==> src/rtl/cordic_cmd_sequencer.sv <==
// Command sequencer for the CORDIC calculator. Commands are buffered in a
// small FIFO and issued one at a time. Each result is captured on calc_done
// and presented on a valid/ready response port. Timeouts and the DEFAULT
// opcode are reported as errors.
module cordic_cmd_sequencer #(
  parameter int WIDTH   = 32,
  parameter int DEPTH   = 4,
  parameter int TIMEOUT = 64
) (
  input  logic                   clk,
  input  logic                   rst,
  input  logic                   cmd_valid,
  output logic                   cmd_ready,
  input  logic [3:0]             cmd_op,
  input  logic [WIDTH-1:0]       cmd_x,
  input  logic [WIDTH-1:0]       cmd_y,
  input  logic [WIDTH-1:0]       cmd_z,
  output logic                   calc_enable,
  output logic [3:0]             calc_operation,
  output logic [WIDTH-1:0]       calc_x,
  output logic [WIDTH-1:0]       calc_y,
  output logic [WIDTH-1:0]       calc_z,
  input  logic [WIDTH-1:0]       calc_result,
  input  logic                   calc_done,
  output logic                   rsp_valid,
  input  logic                   rsp_ready,
  output logic [WIDTH-1:0]       rsp_result,
  output logic [3:0]             rsp_op,
  output logic                   rsp_err,
  output logic                   busy,
  output logic [$clog2(DEPTH):0] fifo_count
);

  localparam int AW = $clog2(DEPTH);
  localparam int CW = AW + 1;
  localparam int TW = $clog2(TIMEOUT + 1);
  localparam logic [3:0] OP_DEFAULT = 4'hF;

  typedef enum logic [1:0] {
    IDLE,
    ISSUE,
    WAIT,
    HOLD
  } state_t;

  state_t r_state;

  logic [3:0]       r_memOp [DEPTH];
  logic [WIDTH-1:0] r_memX  [DEPTH];
  logic [WIDTH-1:0] r_memY  [DEPTH];
  logic [WIDTH-1:0] r_memZ  [DEPTH];
  logic [AW-1:0]    r_wrPtr;
  logic [AW-1:0]    r_rdPtr;
  logic [TW-1:0]    r_waitCnt;

  logic             w_push;
  logic             w_pop;
  logic [CW-1:0]    w_countNext;
  logic [3:0]       w_headOp;
  logic [WIDTH-1:0] w_headX;
  logic [WIDTH-1:0] w_headY;
  logic [WIDTH-1:0] w_headZ;

  assign w_push   = cmd_valid && cmd_ready;
  assign w_pop    = (r_state == IDLE) && (fifo_count != '0);
  assign w_headOp = r_memOp[r_rdPtr];
  assign w_headX  = r_memX[r_rdPtr];
  assign w_headY  = r_memY[r_rdPtr];
  assign w_headZ  = r_memZ[r_rdPtr];

  // Occupancy after this edge; a simultaneous push and pop cancel out
  always_comb begin
    w_countNext = fifo_count;
    if (w_push && !w_pop) begin
      w_countNext = fifo_count + CW'(1);
    end else if (!w_push && w_pop) begin
      w_countNext = fifo_count - CW'(1);
    end
  end

  // FIFO storage; stale entries are harmless because the pointers gate them
  always_ff @(posedge clk) begin
    if (w_push) begin
      r_memOp[r_wrPtr] <= cmd_op;
      r_memX[r_wrPtr]  <= cmd_x;
      r_memY[r_wrPtr]  <= cmd_y;
      r_memZ[r_wrPtr]  <= cmd_z;
    end
  end

  // FIFO pointers, occupancy and registered ready (no input-to-ready path)
  always_ff @(posedge clk or negedge rst) begin
    if (!rst) begin
      r_wrPtr    <= '0;
      r_rdPtr    <= '0;
      fifo_count <= '0;
      cmd_ready  <= 1'b1;
    end else begin
      if (w_push) begin
        r_wrPtr <= r_wrPtr + AW'(1);
      end
      if (w_pop) begin
        r_rdPtr <= r_rdPtr + AW'(1);
      end
      fifo_count <= w_countNext;
      cmd_ready  <= (w_countNext < CW'(DEPTH));
    end
  end

  // Issue/wait/capture sequencing with all calculator and response outputs registered
  always_ff @(posedge clk or negedge rst) begin
    if (!rst) begin
      r_state        <= IDLE;
      r_waitCnt      <= '0;
      calc_enable    <= 1'b0;
      calc_operation <= OP_DEFAULT;
      calc_x         <= '0;
      calc_y         <= '0;
      calc_z         <= '0;
      rsp_valid      <= 1'b0;
      rsp_result     <= '0;
      rsp_op         <= OP_DEFAULT;
      rsp_err        <= 1'b0;
      busy           <= 1'b0;
    end else begin
      calc_enable <= 1'b0;
      case (r_state)
        IDLE: begin
          busy <= (w_countNext != '0);
          if (w_pop) begin
            busy <= 1'b1;
            if (w_headOp == OP_DEFAULT) begin
              rsp_valid  <= 1'b1;
              rsp_err    <= 1'b1;
              rsp_result <= '0;
              rsp_op     <= OP_DEFAULT;
              r_state    <= HOLD;
            end else begin
              calc_operation <= w_headOp;
              calc_x         <= w_headX;
              calc_y         <= w_headY;
              calc_z         <= w_headZ;
              calc_enable    <= 1'b1;
              r_state        <= ISSUE;
            end
          end
        end
        ISSUE: begin
          busy      <= 1'b1;
          r_waitCnt <= '0;
          r_state   <= WAIT;
        end
        WAIT: begin
          busy <= 1'b1;
          if ((r_waitCnt != '0) && calc_done) begin
            rsp_valid  <= 1'b1;
            rsp_result <= calc_result;
            rsp_err    <= 1'b0;
            rsp_op     <= calc_operation;
            r_state    <= HOLD;
          end else if (r_waitCnt == TW'(TIMEOUT - 1)) begin
            rsp_valid  <= 1'b1;
            rsp_result <= '0;
            rsp_err    <= 1'b1;
            rsp_op     <= calc_operation;
            r_state    <= HOLD;
          end else begin
            r_waitCnt <= r_waitCnt + TW'(1);
          end
        end
        HOLD: begin
          if (rsp_ready) begin
            rsp_valid <= 1'b0;
            busy      <= (w_countNext != '0);
            r_state   <= IDLE;
          end else begin
            busy <= 1'b1;
          end
        end
        default: begin
          r_state <= IDLE;
        end
      endcase
    end
  end

endmodule

==> config.mk <==
export PLATFORM = sky130hd
export DESIGN_NAME = cordic_cmd_sequencer
export DESIGN_NICKNAME = d
export VERILOG_FILES = /design/src/rtl/cordic_cmd_sequencer.sv
export SDC_FILE = /design/constraint.sdc
export NUM_CORES = 1
export LEC_CHECK = 0
export ABC_AREA = 1
export CAP_MARGIN = 15
export CORE_MARGIN = 5
export CORE_UTILIZATION = 35
export DETAILED_ROUTE_END_ITERATION = 10
export GPL_TIMING_DRIVEN = 0
export PLACE_DENSITY_LB_ADDON = 0.25
export SYNTH_ARGS = -nofsm -noshare
export SYNTH_HDL_FRONTEND = slang
export SYNTH_SLANG_ARGS = --single-unit
==> constraint.sdc <==
create_clock -name clk -period 9.6 [get_ports clk]
set_input_delay 2.88 -clock clk [delete_from_list [all_inputs] [get_ports clk]]
set_output_delay 2.88 -clock clk [all_outputs]
set_load 0.05 [all_outputs]
==> run metrics, run 1 <==
status=completed; CTS tree=yes; Switch Pwr=4.06 mW; CP Class=reg2out; Reg2Reg Setup Slack=7.10 ns; CTS sink cnt=557; Final ANT Viol Nets=0; Crit path max-delay family=buffers and inverters; cell area power density=~360 nW/um^2; number of synthesized flops with an enable pin=400; sum of negative setup slack=0 ns; WL/cell=19.9 microns; synth unique cells=27; routability cong.=0.799; GRT overflow=0; DRT iter0 DRCs=954; fin cells=2902; clock skew=0.0111 ns; die height=256 microns; Synth Cell Area=21200 sq um; Synth async-reset ratio=0.282; sequential share of power=0.347; register area=between 15000 and 20000 sq um; Int Pwr=5.80 mW; CP max-delay cell=clkdlybuf4s50_1; initial antenna violation count=9; IO Port Bufs=280; Post-Syn Nets=1855; placed cell area=25400 sq um; core box area=60200 sq um; nets@finish=2213; layout cell share with drive strength beyond 1=0.0913; minimum clock period=4.91 ns; TritonCTS Buffers=59; Rows=90; final wirelength=57700 microns; WP data arrival=between 2 and 2.5 ns; width of the die=256 microns; worst vdd ir=between 0.00015 and 0.0002 V; Core Util, Final=0.455; GR Util All Layers=0.171; Hold Path Class=reg2reg; part of the Yosys area used for sequential elements=0.752; Filler cells=5421; element type at the critical path end=output port; Initial Util=0.352; Clk pwr share=0.233; crit path max fanout=3; Root Buffer=clkbuf_16; Worst-Margin Slew=0.885 ns; worst-skew pair later-pin latency=0.60 ns; Leakage=10.2 nW; routed vias/inst=4.88; Worst Setup Start Kind=flip-flop; global-route wire length before repair=87900 microns; Top FF cell, synth=edfxtp_1; slowest stage delay, CP=0.85 ns; clk buf depth=3; Total Power=9.86 mW; crit share post-route=0.511; CP bufs+invs=1; Max Freq=around 200 MHz; Area Overhead vs Synth=29.1%; Post-DP HPWL=38000 microns; Inst Count DP=between 2000 and 3000; Post-CTS Setup Repair Bufs=0; #FFs+latches synth=557; final hold violations=0; Slew HR=0.409; CTS H-tree depth=2; final number of setup-violating endpoints=0; first-pass iteration count of the detailed router=5; Cell Chain, Critical Path=clkdlybuf4s50_1; Hold Buf Count CTS=0; Vias=14200; Slew Viols, Final=0; largest net degree at the start of global routing=80; Mapped Cells=1705; max-cap check violation count=0; Post-route DRC=0; DP Worst Slack=4.22 ns; CP Data Required Time=6.72 ns; Final Worst Setup Slack=4.69 ns; syn avg cell area=between 10 and 15 sq um; RSZ-0062 raised after global routing=no; Gate power share=0.420; post-CTS sizing=0; design area=27400 sq um; Die ar.=65600 sq um; vias in the first global route=between 10000 and 15000; Synthesis Warnings=0; switching fraction of total power=0.412; WHS=0.477 ns; clock slew seen by the registers of the worst setup and hold paths=0.06 ns; Multi-input gate area=4710 sq um; num ports=281
[power by group through the flow]
stage          clock network [mW]  registers [mW]  logic, mW
2_1_floorplan                   0            4.39       1.71
3_3_place_gp                    0            3.55       4.07
3_5_place_dp                    0            3.47       4.19
4_1_cts                      2.36            3.43       4.21
5_1_grt                      2.46            3.48       4.51
6_report                     2.29            3.42       4.14
[cell families (layout without fill, tap and decap cells)]
group	Yosys count	count (layout)	synth area share
AOI/OAI and AO/OA	343	343	0.0920
other	0	7	0
buffers and inverters	128	536	0.0274
adders and majority gates	13	13	0.00767
and+or+nand+nor	660	660	0.119
xor gates and xnor gates	4	4	0.00165
DFF	557	557	0.752
[Yosys cell counts, types with 3 or more instances]
cell      number  area [sq um]
buf_2         18          90.1
buf_4          7          52.6
dfrtp_1      148          3700
inv_1         28           105
nand3_1       21           105
ha_1          13           163
buf_6          7          78.8
dfstp_2        9           236
nand4_1        4          25.0
edfxtp_1     400         12000
a21oi_1        3          15.0
nor2_1       219           822
inv_2          3          11.3
o21ai_2       30           263
o21ai_0      195           976
buf_1          4          15.0
xor2_1         4          35.0
o21ai_1       18          90.1
nand2_1      411          1540
o22ai_1       96           601
clkbuf_1      61           229
[state kept, by name, indices dropped and copies added, names as in the netlist, 7 cells and up]
signal      cells
r_memX        128
r_memY        128
r_memZ        128
calc_x         32
calc_y         32
calc_z         32
rsp_result     32
r_memOp        16
r_waitCnt       7
[final cells by class]
cell class                      instances  share of cell area
Buffer                                 97              0.0170
Clock inverter                         32              0.0112
Timing Repair Buffer                  297               0.116
Multi-Input combinational cell       1020               0.172
Inverter                               31             0.00425
Antenna cell                            7            0.000640
Tap cell                              782              0.0357
Clock buffer                           79              0.0611
Sequential cell                       557               0.582
[routing by layer]
metal,track usage,up-vias,wire (microns)
met5,0,-,41
met1,0.215,6972,24000
met4,0.0424,6,1100
li1,-,6704,-
met3,0.0486,86,4040
met2,0.294,393,28500
[cells in the final DEF (no fill, tap or decap), drive strengths merged, types with 7 or more instances in the layout]
master | netlist | layout
buf | 36 | 54
clkbuf | 61 | 140
clkdlybuf4s50 | 0 | 279
clkinv | 0 | 18
clkinvlp | 0 | 7
dfrtp | 148 | 148
dfstp | 9 | 9
diode | 0 | 7
edfxtp | 400 | 400
ha | 13 | 13
inv | 31 | 33
nand2 | 412 | 412
nand3 | 21 | 21
nor2 | 219 | 219
o21ai | 243 | 243
o22ai | 96 | 96
[worst paths after layout]
check / startpoint / end / cells after the start
max reg2reg: r_state[0] / calc_x[20] / 9
min in group asynchronous: rst / rsp_result[9] / 1
max: calc_operation[2] / calc_operation[2] / 1
max in group asynchronous: rst / calc_z[1] / 2
min reg2reg: calc_z[14] / calc_z[14] / 2
min: calc_z[14] / calc_z[14] / 2
Note: power is estimated with default switching activity, not from simulation.
==> run 2: changes to the inputs <==
==> constraint.sdc (replaced) <==
create_clock -name clk -period 4.46 [get_ports clk]
set_input_delay 1.338 -clock clk [delete_from_list [all_inputs] [get_ports clk]]
set_output_delay 1.338 -clock clk [all_outputs]
set_load 0.05 [all_outputs]
==> run 2 against run 1 <==
Total power increased by 120%. Worst hold slack about the same. Sequential share of layout area decreased by 0.056 points. Largest power group unchanged. Via count decreased by 0.32%. Die area unchanged. Global-route usage about the same. Clock skew increased by 0.018 ns. Final area about the same. Count of clock-buffer cells in the layout increased by 4. Cell count decreased by 0.14%. Critical path type unchanged. Routed wire length increased by 0.47%. Worst setup slack got worse by 3.6 ns.
==> run metrics, run 2 (synthesized netlist as in run 1, its figures left out) <==
IO Port Bufs=280; clock skew=0.0291 ns; Reg2Reg Setup Slack=1.97 ns; first-pass iteration count of the detailed router=5; sum of negative setup slack=0 ns; element type at the critical path end=output port; met1 GRT Util=0.220; global-route wire length before repair=87700 microns; Leakage=10.2 nW; minimum clock period=3.38 ns; final number of setup-violating endpoints=0; Filler cells=5397; Post-CTS Setup Repair Bufs=0; CTS tree=yes; clk buf depth=3; M3 GR Usage=0.0397; gr busiest metal=met2; nets@finish=about 2200; RSZ-0062 raised after global routing=no; Final ANT Viol Nets=0; routability cong.=roughly 0.8; final wirelength=57900 microns; Post-DP HPWL=37700 microns; CTS sink cnt=557; Initial Util=0.352; Root Buffer=clkbuf_16; core box area=60200 sq um; worst vdd ir=0.000377 V; largest net degree at the start of global routing=83; layout cell share with drive strength beyond 1=0.0918; Worst Setup Start Kind=flip-flop; clock slew seen by the registers of the worst setup and hold paths=0.06 ns; Multi-input gate area=4710 sq um; worst-skew pair later-pin latency=0.63 ns; Slew Viols, Final=0; slowest stage delay, CP=0.85 ns; GR Layer Usage met2=0.292; CP max-delay cell=clkdlybuf4s50_1; CP Data Required Time=3.12 ns; Hold Path Class=reg2reg; Crit path max-delay family=buffers and inverters; routed vias/inst=4.87; CP bufs+invs=1; vias in the first global route=approximately 15000; Core Util, Final=0.455; GRT overflow=0; cell area power density=approximately 800 nW/um^2; WP data arrival=about 2.0 ns; Max Freq=296 MHz; Post-route DRC=0; die height=256 microns; WL/cell=approximately 20 microns; final hold violations=0; max-cap check violation count=0; Cell Chain, Critical Path=clkdlybuf4s50_1; post-CTS sizing=0; CP Class=reg2out; Worst-Margin Slew=about 0.78 ns; TritonCTS Buffers=59; DRT iter0 DRCs=1009; Die ar.=about 66000 sq um; status=completed; Vias=14100; Total Power=approximately 21 mW; CTS H-tree depth=2; biggest regs=r_memX: 128 flops, r_memY: 128 flops, r_memZ: 128 flops; GR Util All Layers=0.171; Hold Buf Count CTS=0; crit path max fanout=3; commonest non-fill, non-tap cell in the layout=nand2_1; num ports=281; register area=around 16000 sq um; width of the die=256 microns; Rows=90; most frequent cells in the layout=nand2_1, edfxtp_1, clkdlybuf4s50_1, nor2_1, o21ai_0; initial antenna violation count=9; Slew HR=0.483; crit share post-route=0.758; Area Overhead vs Synth=29.2%
==> run 2: changes by cell type in the layout (fill, tap and decap cells not counted), moves of 2 or more <==
cell | previous run | this run
clkbuf_8 | 8 | 11
clkbuf_16 | 61 | 59
clkinv_4 | 1 | 3
clkbuf_1 | 71 | 74
clkinv_2 | 11 | 13
diode_2 | 7 | 3
clkinvlp_4 | 7 | 0
clkinv_8 | 0 | 2
clkinv_1 | 6 | 2
==> run 2: cell type report <==
type	count	area share
inverters	31	0.00424
multi-input cells	1020	0.172
repair buffers	297	0.116
clock buffers	83	0.0612
well taps	782	0.0357
plain buffers	97	0.0170
flip-flops and latches	557	0.582
clock inverters	28	0.0124
diodes	3	0.000274
==> run 2: routing by layer <==
layer / wire (microns) / vias up
met3: 3400 / 97
met2: 28700 / 402
met5: 80 / -
met4: 1320 / 12
li1: - / 6689
met1: 24400 / 6915
==> run 2: path summary, 6_finish.rpt <==
path | from | endpoint | depth (start not counted)
setup reg to reg | r_state[0] | calc_x[20] | 9
min in group asynchronous | rst | r_waitCnt[3] | 1
max in group asynchronous | rst | calc_z[19] | 2
setup / recovery | calc_operation[0] | calc_operation[0] | 1
hold / removal | rsp_result[10] | rsp_result[10] | 2
hold reg to reg | rsp_result[10] | rsp_result[10] | 2
==> run 2: report_power, final <==
part	total, mW	internal (mW)	switching (mW)
clock network	5.00	2.98	2.03
registers	7.38	6.88	0.493
logic	8.94	2.67	6.27
total	21.3	12.5	8.79
==> run 2: stage by stage <==
stage / setup WS [ns] / hold WS (ns) / instance area (sq um) / std cells
after floorplan: -0.140 / 0.484 / 21200 / 1705
after global placement: -5.11 / 0.462 / 25000 / 2767
after detailed placement: 0.787 / 0.465 / 25400 / 2784
after CTS: 1.04 / 0.481 / 27400 / 2895
after global routing: 1.03 / 0.492 / 27400 / 2898
final: 1.08 / 0.477 / 27400 / 2898
